## src/rtl/adder_arbiter_pkg.sv

```systemverilog
// Shared types and default parameters for the adder arbiter slice.
// Latency: none (types only).
// Backpressure: n/a.
package adder_arb_pkg;

    localparam int N_REQ_DEF   = 4;
    localparam int DATA_W_DEF  = 8;
    localparam int SUM_W_DEF   = 9;
    localparam int ADD_LAT_DEF = 1;

    // Index field sized for the largest supported requester count (8),
    // so one tag type serves every legal N_REQ.
    localparam int IDX_W = 3;

    typedef enum logic [1:0] {
        IDLE  = 2'd0,
        RUN   = 2'd1,
        DRAIN = 2'd2
    } arb_state_e;

    typedef struct packed {
        logic             vld;
        logic [IDX_W-1:0] idx;
    } arb_tag_t;

endpackage

```

## src/rtl/adder_arbiter_if.sv

```systemverilog
// Requester-side bundle: operand requests in, sums back out.
// Latency: none (wiring only).
// Backpressure: req_rdy grants requests; rsp side has no backpressure.
interface adder_arbiter_if
    import adder_arb_pkg::*;
#(
    parameter int N_REQ  = N_REQ_DEF,
    parameter int DATA_W = DATA_W_DEF,
    parameter int SUM_W  = SUM_W_DEF
);
    logic [N_REQ-1:0]        req_vld;
    logic [N_REQ-1:0]        req_rdy;
    logic [N_REQ*DATA_W-1:0] req_a;
    logic [N_REQ*DATA_W-1:0] req_b;
    logic [N_REQ-1:0]        rsp_vld;
    logic [SUM_W-1:0]        rsp_data;

    modport master (output req_vld, req_a, req_b, input req_rdy, rsp_vld, rsp_data);
    modport slave  (input req_vld, req_a, req_b, output req_rdy, rsp_vld, rsp_data);
endinterface

```

## src/rtl/adder_arbiter_rr_grant.sv

```systemverilog
// Round-robin picker: first requester after last_ptr, wrapping.
// Latency: combinational.
// Backpressure: none; caller masks the grant.
module rr_grant
    import adder_arb_pkg::*;
#(
    parameter int N_REQ = N_REQ_DEF
) (
    input  logic [N_REQ-1:0] req,
    input  logic [IDX_W-1:0] last_ptr,
    output logic [N_REQ-1:0] grant,
    output logic [IDX_W-1:0] grant_idx
);
    localparam int PW = $clog2(N_REQ);

    always_comb begin
        logic          found;
        logic [PW-1:0] pos;
        grant     = '0;
        grant_idx = '0;
        found     = 1'b0;
        pos       = '0;
        for (int k = 1; k <= N_REQ; k++) begin
            pos = PW'((int'(last_ptr) + k) % N_REQ);
            if (!found && req[pos]) begin
                found      = 1'b1;
                grant[pos] = 1'b1;
                grant_idx  = IDX_W'(pos);
            end
        end
    end
endmodule

```

## src/rtl/adder_arbiter.sv

```systemverilog
// Shares one external adder among N_REQ requesters, round-robin, routing sums back by tag.
// Latency: handshake at t -> add_in at t+1 -> rsp_vld at t+ADD_LAT+2.
// Backpressure: one grant per cycle via req_rdy; none while paused or draining; rsp has none.
module adder_arbiter
    import adder_arb_pkg::*;
#(
    parameter int N_REQ   = N_REQ_DEF,
    parameter int DATA_W  = DATA_W_DEF,
    parameter int SUM_W   = SUM_W_DEF,
    parameter int ADD_LAT = ADD_LAT_DEF
) (
    input  logic               clk,
    input  logic               rst,
    adder_arbiter_if.slave     req_if,
    output logic               add_in_vld,
    output logic [DATA_W-1:0]  add_in0,
    output logic [DATA_W-1:0]  add_in1,
    input  logic               add_out_vld,
    input  logic [SUM_W-1:0]   add_out,
    input  logic               pause,
    output logic               busy,
    output logic               err_sync
);
    arb_state_e       state;
    logic [IDX_W-1:0] last_ptr;
    logic [IDX_W-1:0] gnt_idx;
    logic [IDX_W-1:0] issue_idx;
    logic [N_REQ-1:0] gnt_pick;
    logic             grant_en;
    logic             xfer;
    logic             tag_any;
    logic             pipe_empty;
    arb_tag_t         tags [ADD_LAT];
    arb_tag_t         head;

    rr_grant #(.N_REQ(N_REQ)) u_rr_grant (
        .req       (req_if.req_vld),
        .last_ptr  (last_ptr),
        .grant     (gnt_pick),
        .grant_idx (gnt_idx)
    );

    assign grant_en       = !pause && (state != DRAIN);
    assign req_if.req_rdy = grant_en ? gnt_pick : '0;
    assign xfer           = |req_if.req_rdy;
    assign head           = tags[ADD_LAT-1];

    always_comb begin
        tag_any = 1'b0;
        for (int i = 0; i < ADD_LAT; i++) begin
            tag_any = tag_any | tags[i].vld;
        end
    end

    assign pipe_empty = !add_in_vld && !tag_any;
    assign busy       = !pipe_empty || (|req_if.rsp_vld);

    always_ff @(posedge clk) begin
        if (rst) begin
            add_in_vld <= 1'b0;
            add_in0    <= '0;
            add_in1    <= '0;
            issue_idx  <= '0;
            last_ptr   <= IDX_W'(N_REQ - 1);
        end else begin
            add_in_vld <= xfer;
            if (xfer) begin
                add_in0   <= req_if.req_a[gnt_idx*DATA_W +: DATA_W];
                add_in1   <= req_if.req_b[gnt_idx*DATA_W +: DATA_W];
                issue_idx <= gnt_idx;
                last_ptr  <= gnt_idx;
            end
        end
    end

    // Tags trail add_in_vld so the head lines up with the adder's output stage.
    always_ff @(posedge clk) begin
        if (rst) begin
            for (int i = 0; i < ADD_LAT; i++) begin
                tags[i] <= '0;
            end
        end else begin
            tags[0] <= '{vld: add_in_vld, idx: issue_idx};
            for (int i = 1; i < ADD_LAT; i++) begin
                tags[i] <= tags[i-1];
            end
        end
    end

    always_ff @(posedge clk) begin
        if (rst) begin
            req_if.rsp_vld  <= '0;
            req_if.rsp_data <= '0;
            err_sync        <= 1'b0;
        end else begin
            req_if.rsp_vld <= '0;
            if (head.vld && add_out_vld) begin
                req_if.rsp_vld  <= N_REQ'(1) << head.idx;
                req_if.rsp_data <= add_out;
            end
            if (head.vld != add_out_vld) begin
                err_sync <= 1'b1;
            end
        end
    end

    always_ff @(posedge clk) begin
        if (rst) begin
            state <= IDLE;
        end else begin
            case (state)
                IDLE:    if (xfer) state <= RUN;
                RUN: begin
                    if (pause && busy)       state <= DRAIN;
                    else if (!xfer && !busy) state <= IDLE;
                end
                DRAIN:   if (pipe_empty) state <= IDLE;
                default: state <= IDLE;
            endcase
        end
    end
endmodule
```

## src/flat_wrapper.sv

```systemverilog
// flat-port wrapper written by rule: the top's interface ports become plain ports
module adder_arbiter_flat import adder_arb_pkg::*;
#(
    parameter int N_REQ   = N_REQ_DEF,
    parameter int DATA_W  = DATA_W_DEF,
    parameter int SUM_W   = SUM_W_DEF,
    parameter int ADD_LAT = ADD_LAT_DEF
)
  (clk, rst, add_in_vld, add_in0, add_in1, add_out_vld, add_out, pause, busy, err_sync, req_if_req_vld, req_if_req_a, req_if_req_b, req_if_req_rdy, req_if_rsp_vld, req_if_rsp_data);
  adder_arbiter_if #(.N_REQ(N_REQ), .DATA_W(DATA_W), .SUM_W(SUM_W)) req_if_i ();
  input  logic clk;
  input  logic rst;
  output logic add_in_vld;
  output logic [DATA_W-1:0] add_in0;
  output logic [DATA_W-1:0] add_in1;
  input  logic add_out_vld;
  input  logic [SUM_W-1:0] add_out;
  input  logic pause;
  output logic busy;
  output logic err_sync;
  input wire logic [$bits(req_if_i.req_vld)-1:0] req_if_req_vld;
  input wire logic [$bits(req_if_i.req_a)-1:0] req_if_req_a;
  input wire logic [$bits(req_if_i.req_b)-1:0] req_if_req_b;
  output wire logic [$bits(req_if_i.req_rdy)-1:0] req_if_req_rdy;
  output wire logic [$bits(req_if_i.rsp_vld)-1:0] req_if_rsp_vld;
  output wire logic [$bits(req_if_i.rsp_data)-1:0] req_if_rsp_data;
  assign req_if_i.req_vld = req_if_req_vld;
  assign req_if_i.req_a = req_if_req_a;
  assign req_if_i.req_b = req_if_req_b;
  assign req_if_req_rdy = req_if_i.req_rdy;
  assign req_if_rsp_vld = req_if_i.rsp_vld;
  assign req_if_rsp_data = req_if_i.rsp_data;
  adder_arbiter #(.N_REQ(N_REQ), .DATA_W(DATA_W), .SUM_W(SUM_W), .ADD_LAT(ADD_LAT)) u_core (.clk(clk), .rst(rst), .req_if(req_if_i), .add_in_vld(add_in_vld), .add_in0(add_in0), .add_in1(add_in1), .add_out_vld(add_out_vld), .add_out(add_out), .pause(pause), .busy(busy), .err_sync(err_sync));
endmodule
```

## config.mk

```make
export PLATFORM = sky130hd
export DESIGN_NAME = adder_arbiter_flat
export DESIGN_NICKNAME = d
export VERILOG_FILES = /design/src/rtl/adder_arbiter_pkg.sv /design/src/rtl/adder_arbiter_if.sv /design/src/rtl/adder_arbiter_rr_grant.sv /design/src/rtl/adder_arbiter.sv /design/src/flat_wrapper.sv
export SDC_FILE = /design/constraint.sdc
export NUM_CORES = 1
export LEC_CHECK = 0
export ABC_AREA = 1
export CAP_MARGIN = 20
export CORE_UTILIZATION = 46
export DETAILED_ROUTE_END_ITERATION = 10
export PLACE_DENSITY = 0.94
export SETUP_SLACK_MARGIN = 0.05
export SYNTH_ARGS = -nofsm -noshare
export SYNTH_HDL_FRONTEND = slang
export SYNTH_SLANG_ARGS = --single-unit
```

## constraint.sdc

```tcl
create_clock -name clk -period 3.75 [get_ports clk]
set_input_delay 0.375 -clock clk [delete_from_list [all_inputs] [get_ports clk]]
set_output_delay 0.375 -clock clk [all_outputs]
set_load 0.01 [all_outputs]
```

==> impl_metrics.env, run 1 <==
export IMPL_die_w_um=77.6
export IMPL_crit_fanout=12
export IMPL_drtPass1Iterations=8
export IMPL_wl_met3_um=326
export IMPL_cp_start_kind="flop"
export IMPL_root_buffer="clkbuf_8"
export IMPL_num_nets_final=588
export IMPL_violations="DRC"
export IMPL_internal_power_mw=1.60
export IMPL_die_area_um2=6020
export IMPL_core_area_um2=5510
export IMPL_post_drt_via_cell_ratio=4.81
export IMPL_yosysUniqueCellTypes=34
export IMPL_hold_path_class="reg2reg"
export IMPL_wl_met1_um=2810
export IMPL_cts_hold_buf=0
export IMPL_finalHoldViolCount=0
export IMPL_critPathRequiredTime_ns=3.38
export IMPL_vias=2745
export IMPL_leakage_nw=1.75
export IMPL_area_delta_synth_final_pct=47.0
export IMPL_seq_area_frac_synth_pct=30.5
export IMPL_synthCells=392
export IMPL_post_route_worst_setup_slack_ns=0.478
export IMPL_tritoncts="done"
export IMPL_io_pins=117
export IMPL_drc=2
export IMPL_place_congestion=0.828
export IMPL_power_density_nw_per_um2=829
export IMPL_drive_above_1_share_pct=8.02
export IMPL_cp_arrival_ns=2.90
export IMPL_p_switching_mw=1.60
export IMPL_power_mw=3.20
export IMPL_start_util_pct=47.7
export IMPL_grt_pass1_wl_um=10800
export IMPL_maxSlewViolCount=0
export IMPL_cts_resized=0
export IMPL_wl_met2_um=3320
export IMPL_ys_warn_count=0
export IMPL_clkTransAtPathRegs_ns=0.08
export IMPL_cts_sinks=40
export IMPL_grt_pass1_vias=2470
export IMPL_n_fill_cell=455
export IMPL_layout_min_cycle_time_ns=3.27
export IMPL_rsz0062_at_grt="false"
export IMPL_status="finished, violations left"
export IMPL_row_count=27
export IMPL_switching_share_pct=50.0
export IMPL_r2r_start="u_core.last_ptr[0]$_SDFFE_PP1P_"
export IMPL_die_h_um=77.6
export IMPL_cp_end_kind="output pin"
export IMPL_hp_start="u_core.issue_idx[1]$_SDFFE_PP0P_"
export IMPL_tns_ns=0
export IMPL_p_comb_share_pct=69.6
export IMPL_ir_worst_vdd_uv=503
export IMPL_hpwl_um=5130
export IMPL_drtAntennaViolNets=0
export IMPL_grt_usage_pct=22.0
export IMPL_cts_setup_buffers=0
export IMPL_drt_total_wl_um=6590
export IMPL_pwr_share_clk_pct=11.2
export IMPL_fmax_mhz=306
export IMPL_synthesis_area_per_instance_um2=6.70
export IMPL_antenna_found_initial=0
export IMPL_setup_violations_final=0
export IMPL_syn_nets=482
export IMPL_skew_ns=0.00379
export IMPL_seqPwrFrac_pct=19.1
export IMPL_top_layer="met4"
export IMPL_crit_start="u_core.last_ptr[0]$_SDFFE_PP1P_"
export IMPL_antenna_cells=0
export IMPL_cts_htree_levels=2
export IMPL_maxCapViolCount=0
export IMPL_place_ws_ns=0.629
export IMPL_slew_headroom_pct=51.9
export IMPL_tightestPinTransition_ns=0.720
export IMPL_grt_overflow=0
export IMPL_place_port_buffers=116
export IMPL_synthesis_area_um2=2630
export IMPL_path_class="reg2out"
export IMPL_drt_iter0_markers=131
export IMPL_ys_ff_latch=40
export IMPL_whs_ns=0.421
export IMPL_wl_per_cell_um=11.5
export IMPL_grt_max_degree=34
export IMPL_fin_crit_sh_pct=87.3
export IMPL_cts_made_buffers=5
export IMPL_clockBufferDepth=2
export IMPL_clock_latency_ns=0.29
[worst max-delay path, stage by stage, from the launching register on]
cell and delay, ns:
dfxtp_1 0.67, inv_8 0.10, ha_1 0.41, inv_1 0.11
nand3_4 0.13, nand2_8 0.08, inv_2 0.07, nand2_1 0.05
nor2_2 0.16, nand2_1 0.08, nand3_1 0.09, nand2_1 0.07
inv_1 0.06, clkdlybuf4s50_1 0.52
[layout by cell type (no fill, tap or decap), drive strengths merged, types with 2 or more instances in the layout]
cell type and instances:
clkdlybuf4s50 116, nand2 74, nor2 68, inv 61, o21ai 53, dfxtp 40
a21oi 31, nand3 14, o211ai 10, ha 9, nand4 5, clkbuf 5
a21boi 4, nor3 2, buf 2
[power by group through the flow]
| stage | Combinational [mW] | Clock [mW] | Sequential [mW] |
|---|---|---|---|
| after global routing | 2.47 | 0.387 | 0.626 |
| after global placement | 2.15 | 0 | 0.618 |
| after floorplan | 1.84 | 0 | 0.636 |
| after CTS | 2.23 | 0.364 | 0.613 |
| final | 2.23 | 0.359 | 0.612 |
| after detailed placement | 2.22 | 0 | 0.621 |
[area by class of cell]
type                    instances  area, um2  share of cell area, %
well taps                      72       90.1                   2.33
clock inverters                 3       46.3                   1.20
multi-input cells             272       1440                   37.3
clock buffers                   5       68.8                   1.78
flip-flops and latches         40        801                   20.7
repair buffers                118       1180                   30.5
inverters                      61        239                   6.19
[cells by family after synthesis]
kind of cell	after synthesis	share of synthesized area, %
AND/OR/NAND/NOR	165	29.0
adder cells (fa/ha/maj)	9	4.29
AO/OA/AOI/OAI	98	21.4
flip-flops	40	30.5
buffers and inverters	80	14.8
[Yosys cell counts, drive strengths merged]
cell / count / area (um2)
a21boi: 4 / 30.0
a21oi: 31 / 193
clkinv: 1 / 3.75
inv: 60 / 235
buf: 15 / 135
nand3: 14 / 95.1
nand2: 74 / 322
dfxtp: 40 / 801
clkbuf: 4 / 15.0
o211ai: 10 / 75.1
ha: 9 / 113
nor3: 2 / 10.0
o21ai: 53 / 265
nand4: 5 / 31.3
nand3b: 1 / 7.51
and3: 1 / 6.26
nor2: 68 / 289
[worst paths after layout]
kind / end / slack (ns) / cells past startpoint
setup reg to reg: u_core.add_in0[5]$_SDFFE_PP0P_ / 0.58 / 15
setup / recovery: req_if_req_rdy[3] / 0.48 / 13
hold / removal: u_core.tags[0][1]$_SDFF_PP0_ / 0.42 / 2
hold reg to reg: u_core.tags[0][1]$_SDFF_PP0_ / 0.42 / 2
[metal layers]
metal / up-vias / global-route usage, %
met3: 12 / 4.35
met4: 0 / 7.55
met5: - / 0
met1: 1179 / 24.9
li1: 1458 / -
met2: 96 / 40.8
[registers in the layout, summed over array words and instances, names as in the netlist]
name and cells:
u_core.add_in0 8, u_core.add_in_vld 1, u_core.last_ptr 2, u_core.add_in1 8, u_core.req_if.rsp_data 9, u_core.issue_idx 2, u_core.state 2, u_core.err_sync 1
u_core.tags 3, u_core.req_if.rsp_vld 4
[metrics by stage]
| step | util [%] | instance area, um2 | instances |
|---|---|---|---|
| 2_1_floorplan | - | 2630 | 392 |
| 3_3_place_gp | 68.0 | 3740 | 563 |
| 3_5_place_dp | 68.0 | 3740 | 563 |
| 4_1_cts | 70.1 | 3860 | 571 |
| 5_1_grt | 70.1 | 3860 | 571 |
| 6_report | 70.1 | 3860 | 571 |
(Power assumes the default switching activity.)
==> run 2, diff against run 1 <==
--- a/config.mk
+++ b/config.mk
@@ -8,6 +8,7 @@
 export ABC_AREA = 1
 export CAP_MARGIN = 20
 export CORE_UTILIZATION = 46
+export CTS_CLUSTER_SIZE = 14
 export DETAILED_ROUTE_END_ITERATION = 10
 export PLACE_DENSITY = 0.94
 export SETUP_SLACK_MARGIN = 0.05
==> results of run 2 <==
No change in the layout: final DEF, timing and power equal those of run 1.
==> run 3, diff against run 2 <==
--- a/config.mk
+++ b/config.mk
@@ -10,6 +10,7 @@
 export CORE_UTILIZATION = 46
 export CTS_CLUSTER_SIZE = 14
 export DETAILED_ROUTE_END_ITERATION = 10
+export GPL_ROUTABILITY_DRIVEN = 0
 export PLACE_DENSITY = 0.94
 export SETUP_SLACK_MARGIN = 0.05
 export SYNTH_ARGS = -nofsm -noshare
==> impl_metrics.env, run 3 (synthesis results as in run 1) <==
export IMPL_layoutNonFillerInstCount=570
export IMPL_leakage_nw=1.75
export IMPL_start_util_pct=47.7
export IMPL_die_h_um=77.6
export IMPL_die_w_um=77.6
export IMPL_grt_usage_pct=22.5
export IMPL_wl_per_cell_um=11.4
export IMPL_maxCapViolCount=0
export IMPL_clkTransAtPathRegs_ns=0.08
export IMPL_setup_violations_final=0
export IMPL_crit_fanout=12
export IMPL_clock_latency_ns=0.30
export IMPL_maxSlewViolCount=0
export IMPL_place_port_buffers=116
export IMPL_hold_path_class="reg2reg"
export IMPL_cts_resized=0
export IMPL_tritoncts="done"
export IMPL_tns_ns=0
export IMPL_power_density_nw_per_um2=835
export IMPL_clockBufferDepth=2
export IMPL_final_common_cell="clkdlybuf4s50_1"
export IMPL_post_place_cells=562
export IMPL_rsz0062_at_grt="false"
export IMPL_drt_iter0_markers=91
export IMPL_mostFrequentLayoutCells="116 x clkdlybuf4s50_1, 64 x nor2_1, 63 x nand2_1, 57 x inv_1, 40 x dfxtp_1"
export IMPL_cp_end_kind="output pin"
export IMPL_drive_above_1_share_pct=7.83
export IMPL_antenna_found_initial=0
export IMPL_final_cell_area_um2=3860
export IMPL_slew_headroom_pct=50.7
export IMPL_ir_worst_vdd_uv=468
export IMPL_cts_hold_buf=0
export IMPL_grt_max_degree=42
export IMPL_die_area_um2=6020
export IMPL_vias=2765
export IMPL_cts_htree_levels=2
export IMPL_grt_overflow=0
export IMPL_area_delta_synth_final_pct=47.2
export IMPL_row_count=27
export IMPL_reg_top3="u_core.req_if.rsp_data x9, u_core.add_in0 x8, u_core.add_in1 x8"
export IMPL_cp_arrival_ns=2.88
export IMPL_core_area_um2=5510
export IMPL_root_buffer="clkbuf_8"
export IMPL_cts_made_buffers=5
export IMPL_critPathRequiredTime_ns=3.38
export IMPL_drtAntennaViolNets=0
export IMPL_drtPass1Iterations=9
export IMPL_drt_total_wl_um=6520
export IMPL_antenna_cells=0
export IMPL_post_drt_via_cell_ratio=4.85
export IMPL_cp_start_kind="flop"
export IMPL_violations="DRC"
export IMPL_grt_pass1_vias=2588
export IMPL_fin_crit_sh_pct=86.8
export IMPL_skew_ns=0.00557
export IMPL_layout_min_cycle_time_ns=3.26
export IMPL_cts_sinks=40
export IMPL_num_nets_final=587
export IMPL_regMostFlops="u_core.req_if.rsp_data"
export IMPL_path_class="reg2out"
export IMPL_finalHoldViolCount=0
export IMPL_tightestPinTransition_ns=0.739
export IMPL_largest_reg_flops=9
export IMPL_fmax_mhz=307
export IMPL_hpwl_um=5120
export IMPL_grt_pass1_wl_um=10900
export IMPL_status="finished, violations left"
export IMPL_drc=2
export IMPL_place_area_um2=3750
export IMPL_io_pins=117
export IMPL_cts_setup_buffers=0
## run 3: cell types whose count changed in the layout (fill, tap and decap cells not counted), sizes merged
cell	change
buf	-1
## run 3: power by group
| part | total [mW] | internal (mW) | switching, mW |
|---|---|---|---|
| registers | 0.617 | 0.537 | 0.0801 |
| clock network | 0.361 | 0.200 | 0.161 |
| logic | 2.25 | 0.877 | 1.37 |
| total | 3.23 | 1.61 | 1.61 |
## run 3: through the flow
stage	setup WS (ns)	util [%]	hold slack [ns]	total power [mW]
after CTS	0.469	70.2	0.423	3.23
after global routing	0.305	70.2	0.437	3.52
after global placement	0.778	68.1	0.408	2.79
after floorplan	1.38	-	0.400	2.48
final	0.494	70.2	0.419	3.23
after detailed placement	0.642	68.1	0.414	2.87
## run 3: area by class of cell
class	count	area [um2]
multi-input cells	272	1440
fillers	424	1640
well taps	72	90.1
flip-flops and latches	40	801
repair buffers	117	1180
clock buffers	5	68.8
clock inverters	3	46.3
inverters	61	239
## run 3: metal layers
| layer | wire length (um) | track usage (%) | vias up |
|---|---|---|---|
| met4 | 182 | 10.6 | 0 |
| met1 | 2670 | 24.1 | 1191 |
| met5 | 0 | 0 | - |
| met2 | 3280 | 41.7 | 98 |
| li1 | - | - | 1461 |
| met3 | 377 | 4.82 | 15 |
## run 3: worst max-delay path: stages, from the launching register on
cell             delay, ns
dfxtp_1               0.69
inv_8                 0.10
ha_1                  0.40
inv_1                 0.11
nand3_4               0.14
nand2_8               0.09
inv_2                 0.06
nand2_1               0.05
nor2_2                0.13
nand2_1               0.07
nand3_1               0.10
nand2_1               0.07
inv_1                 0.06
clkdlybuf4s50_1       0.52
## run 3: final timing paths
kind                                         start                             end  slack [ns]  cells past startpoint
setup reg to reg   u_core.last_ptr[0]$_SDFFE_PP1P_  u_core.add_in0[2]$_SDFFE_PP0P_        0.62                     15
hold / removal    u_core.issue_idx[1]$_SDFFE_PP0P_    u_core.tags[0][1]$_SDFF_PP0_        0.42                      2
setup / recovery   u_core.last_ptr[0]$_SDFFE_PP1P_               req_if_req_rdy[3]        0.49                     13
hold reg to reg   u_core.issue_idx[1]$_SDFFE_PP0P_    u_core.tags[0][1]$_SDFF_PP0_        0.42                      2
